==> config.mk <==
export PLATFORM = sky130hd
export DESIGN_NAME = rgb_top
export DESIGN_NICKNAME = d
export VERILOG_FILES = /design/src/rtl/rgb_top.sv
export SDC_FILE = /design/constraint.sdc
export NUM_CORES = 1
export LEC_CHECK = 0
export ABC_CLOCK_PERIOD_IN_PS = 1300
export CORE_AREA = 2 2 39 41
export DETAILED_ROUTE_END_ITERATION = 10
export DIE_AREA = 0 0 41 43
export PLACE_DENSITY_LB_ADDON = 0.3
export SLEW_MARGIN = 20
export SYNTH_ARGS = -nofsm -noshare
export SYNTH_HDL_FRONTEND = slang
export SYNTH_SLANG_ARGS = --single-unit
==> constraint.sdc <==
create_clock -name clk -period 1.3 [get_ports clk]
set_clock_uncertainty 0.1 [all_clocks]
set_input_delay 0.13 -clock clk [delete_from_list [all_inputs] [get_ports clk]]
set_output_delay 0.13 -clock clk [all_outputs]
set_load 0.02 [all_outputs]
==> src/rtl/rgb_top.sv <==
`default_nettype none
// ============================================================================
// Module      : rgb_top
// Description : RGB LED controller. A push button steps a 3-bit colour index
//               through a fixed 8-colour sequence; the selected colour drives
//               the red/green/blue pins, gated by a free-running PWM dimmer.
//
// Ports       : clk    - system clock, rising edge
//               reset  - asynchronous, active-low reset
//               button - raw push button (asynchronous to clk, active-high)
//               red    - red LED drive, active-high, registered
//               green  - green LED drive, active-high, registered
//               blue   - blue LED drive, active-high, registered
//
// Parameters  : PWM_BITS        - PWM counter width (period 2**PWM_BITS)
//               DUTY            - PWM on-count; >= 2**PWM_BITS is always on,
//                                 0 is always off
//               DEBOUNCE_CYCLES - stable-sample count for the debounce stage
//
// Options     : RGB_DEBOUNCE_EN - when defined, a debounce stage sits between
//                                 the synchronizer and the edge detector
//
// Revision    : 1.0 - initial release
// ============================================================================
module rgb_top #(
    parameter int PWM_BITS        = 4,
    parameter int DUTY            = 8,
    parameter int DEBOUNCE_CYCLES = 16
) (
    input  logic clk,
    input  logic reset,
    input  logic button,
    output logic red,
    output logic green,
    output logic blue
);

    // ------------------------------------------------------------------------
    // Elaboration-time parameter sanity
    // ------------------------------------------------------------------------
    generate
        if (PWM_BITS < 1) begin : g_bad_pwm_bits
            $error("rgb_top: PWM_BITS must be >= 1");
        end
        if (DEBOUNCE_CYCLES < 1) begin : g_bad_debounce
            $error("rgb_top: DEBOUNCE_CYCLES must be >= 1");
        end
        if (DUTY < 0) begin : g_bad_duty
            $error("rgb_top: DUTY must be >= 0");
        end
    endgenerate

    // A duty at or above the period cannot be represented in the counter
    // width, so it is handled by a separate always-on flag.
    localparam logic                c_pwm_full = (DUTY >= (2 ** PWM_BITS));
    localparam logic [PWM_BITS-1:0] c_duty     = PWM_BITS'(DUTY);

    // ------------------------------------------------------------------------
    // Button synchronizer (s1, s2)
    // ------------------------------------------------------------------------
    logic r_s1;
    logic r_s2;

    always_ff @(posedge clk or negedge reset) begin
        if (!reset) begin
            r_s1 <= 1'b0;
            r_s2 <= 1'b0;
        end else begin
            r_s1 <= button;
            r_s2 <= r_s1;
        end
    end

    // ------------------------------------------------------------------------
    // Optional debounce: the stable level follows s2 only after s2 has
    // disagreed with it for DEBOUNCE_CYCLES consecutive samples.
    // ------------------------------------------------------------------------
    logic w_edge_src;

`ifdef RGB_DEBOUNCE_EN
    localparam int               c_db_w    = $clog2(DEBOUNCE_CYCLES + 1);
    localparam logic [c_db_w-1:0] c_db_last = c_db_w'(DEBOUNCE_CYCLES - 1);

    logic              r_stable;
    logic [c_db_w-1:0] r_db_cnt;

    always_ff @(posedge clk or negedge reset) begin
        if (!reset) begin
            r_stable <= 1'b0;
            r_db_cnt <= '0;
        end else if (r_s2 == r_stable) begin
            r_db_cnt <= '0;
        end else if (r_db_cnt == c_db_last) begin
            // This is the DEBOUNCE_CYCLES-th consecutive differing sample.
            r_stable <= r_s2;
            r_db_cnt <= '0;
        end else begin
            r_db_cnt <= r_db_cnt + 1'b1;
        end
    end

    assign w_edge_src = r_stable;
`else
    assign w_edge_src = r_s2;
`endif

    // ------------------------------------------------------------------------
    // Rising-edge detector: one press per button edge however long it is held
    // ------------------------------------------------------------------------
    logic r_s3;
    logic w_press;

    assign w_press = w_edge_src & ~r_s3;

    always_ff @(posedge clk or negedge reset) begin
        if (!reset) begin
            r_s3 <= 1'b0;
        end else begin
            r_s3 <= w_edge_src;
        end
    end

    // ------------------------------------------------------------------------
    // Colour index, wraps 7 -> 0 through natural 3-bit overflow
    // ------------------------------------------------------------------------
    logic [2:0] r_index;

    always_ff @(posedge clk or negedge reset) begin
        if (!reset) begin
            r_index <= 3'd0;
        end else if (w_press) begin
            r_index <= r_index + 3'd1;
        end
    end

    // ------------------------------------------------------------------------
    // Colour map, index -> {red, green, blue}
    // ------------------------------------------------------------------------
    logic [2:0] w_colour;

    always_comb begin
        w_colour = 3'b000;
        case (r_index)
            3'd0:    w_colour = 3'b000;
            3'd1:    w_colour = 3'b100;
            3'd2:    w_colour = 3'b010;
            3'd3:    w_colour = 3'b001;
            3'd4:    w_colour = 3'b110;
            3'd5:    w_colour = 3'b011;
            3'd6:    w_colour = 3'b101;
            3'd7:    w_colour = 3'b111;
            default: w_colour = 3'b000;
        endcase
    end

    // ------------------------------------------------------------------------
    // Free-running PWM dimmer
    // ------------------------------------------------------------------------
    logic [PWM_BITS-1:0] r_cnt;
    logic                w_pwm_on;

    always_ff @(posedge clk or negedge reset) begin
        if (!reset) begin
            r_cnt <= '0;
        end else begin
            r_cnt <= r_cnt + 1'b1;
        end
    end

    assign w_pwm_on = c_pwm_full | (r_cnt < c_duty);

    // ------------------------------------------------------------------------
    // Registered LED drive
    // ------------------------------------------------------------------------
    logic [2:0] r_rgb;

    always_ff @(posedge clk or negedge reset) begin
        if (!reset) begin
            r_rgb <= 3'b000;
        end else begin
            r_rgb <= w_colour & {3{w_pwm_on}};
        end
    end

    assign red   = r_rgb[2];
    assign green = r_rgb[1];
    assign blue  = r_rgb[0];

endmodule
`default_nettype wire

== Word level (Yosys, flattened, before mapping) ==
Memory sizes are Yosys's and may differ from the RTL's.
Index checks and enable logic that the tools add are counted.
Storage, ports and cells
  memories: 1
  ROM bits: 24
  latch bits: 0
  register bits: 13
  word-level logic and storage cells: 13
  bits in writable memories: 0
Cells by class
  divide/modulo/power cells: 0
  reduce and logical (&&, ||, !) cells: 0
  equality and inequality tests: 0
  shift operators: 0
  $add $sub $neg: 2
  multipliers: 0
  bitwise gates (word level): 3
  multiplexer cells: 0
  order comparisons: 1
Memory list
  (name not given): depth 8, width 3, rd ports 1, clocked after Yosys merged registers in 0, wr ports 0, RTL line 143  | case (r_index)
Operator list (number)
  adder 4 x 1 -> 4 bit (second input constant): 1
  less-than comparator 4 bit (second input constant): 1
  adder 3 x 1 -> 3 bit (second input constant): 1
  AND 3 bit: 1
  AND 1 bit: 1
  NOT 1 bit: 1

== Depth between registers and ports, before layout ==
  depth in word-level cells: 2
  gate-level depth with buffers: 4
  depth with buffers taken out: 4

== Worst setup path before layout ==
No wires, ideal clock.
  path kind: flip-flop to flip-flop
  from: register r_index[0]
  to: register r_index[1]
  stages on the path, launching flop included: 4
  slack: 82 ps
  setup time: 125 ps
  clock period less this slack: 1218 ps
  arrival: 993 ps
  cell sequence: dfrtp_1 -> inv_1 -> ha_1 -> mux2_4
On the way
  word-level cells in the longest chain between the ends: 1
Ends and longest elaborated chain
  from (decl): RTL line 126  | logic [2:0] r_index;
  from (signal assigned): RTL line 132  | r_index <= r_index + 3'd1;
  adder 3 x 1 -> 3 bit: RTL line 132
No other way between the ends.
A chain may end at the register's enable or synchronous reset.

== Final worst setup path ==
  from: register r_index[1]
  to: register r_index[1]
Same word-level chain as after synthesis.

==> out/results.ini <==
[status]
status=finished, final reports clean

[worst_setup_path]
ff2ff_setup_slack_ps=90
crit_fanout=3
ff2ff_path_depth=3
r2r_start=r_index[1]$_DFFE_PN0P_
endpoint_kind=flip-flop
crit_start=r_index[1]$_DFFE_PN0P_
r2r_end=r_index[1]$_DFFE_PN0P_
worstPathArrival_ps=1270
critical_path.max_stage_delay_ps=390
path_class=reg2reg
critPathSlowestCell=dfrtp_1
worstSetupStartpointType=flip-flop
required_ps=1360
path_cells=inv_1 > ha_1 > mux2_4

[grt]
antenna_found_initial=0
grt_max_degree=14
grt_pass1_vias=332
grtUsageTotal=0.118
overflow=0
grt_first_pass_wirelength_um=1320

[sta]
finalCriticalPeriod_ps=1210
setup_violations=0
setup_tns_ps=0
tightestPinTransition_ps=226
worst_slack_ps=92.4
rsz0062_at_grt=no
timing.final.crit_share=0.929
slew-limit-headroom=0.849
drv_slew=0
max_freq_ghz=0.828
hold_viol=0

[place]
portBuffers=5
hpwl_um=579
pre_cts_ws_ps=68.8
globalplace.congestion=0.648

[synthesis]
yosysSeqAreaShare=0.602
synth_nets=48
yosys.area.top_type_share=0.602
syn_avg_cell_area_um2=14.2
synth-seq-cells=13
synthTopCellsByArea=dfrtp_1 (60%), ha_1 (16%), xnor2_1 (4.9%), a211oi_1 (2.8%), mux2_4 (2.8%)
yosysTopAreaCell=dfrtp_1
yosysUniqueCellTypes=13
netlist_area_um2=541
ys_warn_count=0
synth_cells=38

[die]
dieWidth_um=41
die_h_um=43
core-area_mm2=0.00138
start_util=0.391
num_rows=14
die_area_mm2=0.00176
ios=6

[clocking]
cts_buffers=3
clock-sinks=13
cts_buffer_depth=2
clkLatencyLatePin_ps=270
clock-root-buffer=clkbuf_4
cts_tree=yes
hold_buffers=0
htree_num_levels=1
path_clk_slew_ps=70

[layout]
synthToLayoutAreaGrowth_pct=22.7
multi_input_area_um2=204
antenna_cells=0
fin_nets=62
drive_gt1_frac=0.176
final.fill_count=130
seqCellArea_um2=325

[routing]
wirelength_um=750
drtPass1Iterations=1
avgRoutedWirePerCell_um=11.2
viasPerCell=4.46
first_iter_violations=0
ant_nets=0
routed-via-count=299
drc=0

[power]
p_leak_nw=0.334
irDropWorstVdd_mv=0.650
p_per_area_mw_per_mm2=2000

[run]
drv_cap=0

[min_path]
hp-class=in2async

-- layout by cell type (no fill, tap or decap), types with 2 or more instances in the layout --
cell,count
clkdlybuf4s50_1,2
a211oi_1,2
nand2b_1,2
nor2_1,2
clkbuf_4,3
dlygate4sd2_1,3
dfrtp_1,13
ha_1,7
buf_4,4
inv_1,3
xnor2_1,3
-- power by group --
| group | switching [mW] | leakage [nW] | internal, mW |
|---|---|---|---|
| Combinational | 0.254 | 0.161 | 0.261 |
| Clock | 0.121 | 0.0150 | 0.119 |
| Sequential | 0.0627 | 0.157 | 0.507 |
| Total | 0.438 | 0.334 | 0.887 |
-- cell usage after synthesis, drive strengths merged --
master	instances
a211oi	2
nor2b	1
ha	7
nor2	2
inv	3
mux2	1
nand3b	1
nand3	1
a21oi	1
xor2	1
xnor2	3
dfrtp	13
nand2b	2
-- timing repair --
item / CTS / global route
endpoints found under the setup margin: 3 / 2
gates resized for setup: 3 / 0
endpoints found under the hold margin: 0 / 0
setup buffers: 0 / 1
-- layer usage --
layer	GRT usage	up-vias	routed length, um
met2	0.194	6	389
met1	0.122	145	323
met5	0	-	0
met3	0.0314	0	38
li1	-	148	-
met4	0.0800	0	0
-- registers in the layout, indices dropped and copies added, names as in the netlist --
| signal | flops |
|---|---|
| r_cnt | 4 |
| r_index | 3 |
| r_rgb | 3 |
| r_s1 | 1 |
| r_s2 | 1 |
| r_s3 | 1 |
-- layout make-up --
class                   count  area share
multi-input cells          22       0.308
flip-flops and latches     13       0.491
repair buffers              9       0.115
well taps                  16      0.0302
clock buffers               4      0.0396
inverters                   3      0.0170
-- critical path, delay by kind of cell, from the launching register on --
| family | cells | cell delay, ps |
|---|---|---|
| fa+ha+maj | 1 | 240 |
| flops | 1 | 390 |
| mux | 1 | 250 |
| buf+inv | 1 | 110 |
-- how the worst max path moves through the flow --
stage                                   endpoint  slack (ps)  cells after the start
after floorplan           r_index[1]$_DFFE_PN0P_          80                      3
after global placement    r_index[1]$_DFFE_PN0P_         120                      3
after detailed placement  r_index[1]$_DFFE_PN0P_          70                      3
after CTS                 r_index[1]$_DFFE_PN0P_          60                      3
after global routing      r_index[1]$_DFFE_PN0P_          30                      3
final                     r_index[1]$_DFFE_PN0P_          90                      3
-- logic make-up (layout without fill, tap and decap cells) --
| kind of cell | Yosys count | count (layout) | share of synthesized area |
|---|---|---|---|
| flops | 13 | 13 | 0.602 |
| fa+ha+maj | 7 | 7 | 0.162 |
| simple gates | 7 | 7 | 0.0856 |
| xor+xnor | 4 | 4 | 0.0648 |
| compound gates | 3 | 3 | 0.0370 |
| buf+inv | 3 | 16 | 0.0208 |
| mux | 1 | 1 | 0.0278 |
-- stage by stage --
step	area, um^2	power [mW]	hold WS (ps)	utilization	cells
2_1_floorplan	541	0.880	-266	-	38
3_3_place_gp	633	1.07	245	0.458	62
3_5_place_dp	633	1.11	240	0.458	62
4_1_cts	656	1.33	43.1	0.474	66
5_1_grt	663	1.44	64.8	0.479	67
6_report	663	1.32	51.6	0.479	67
(Power assumes the default switching activity.)
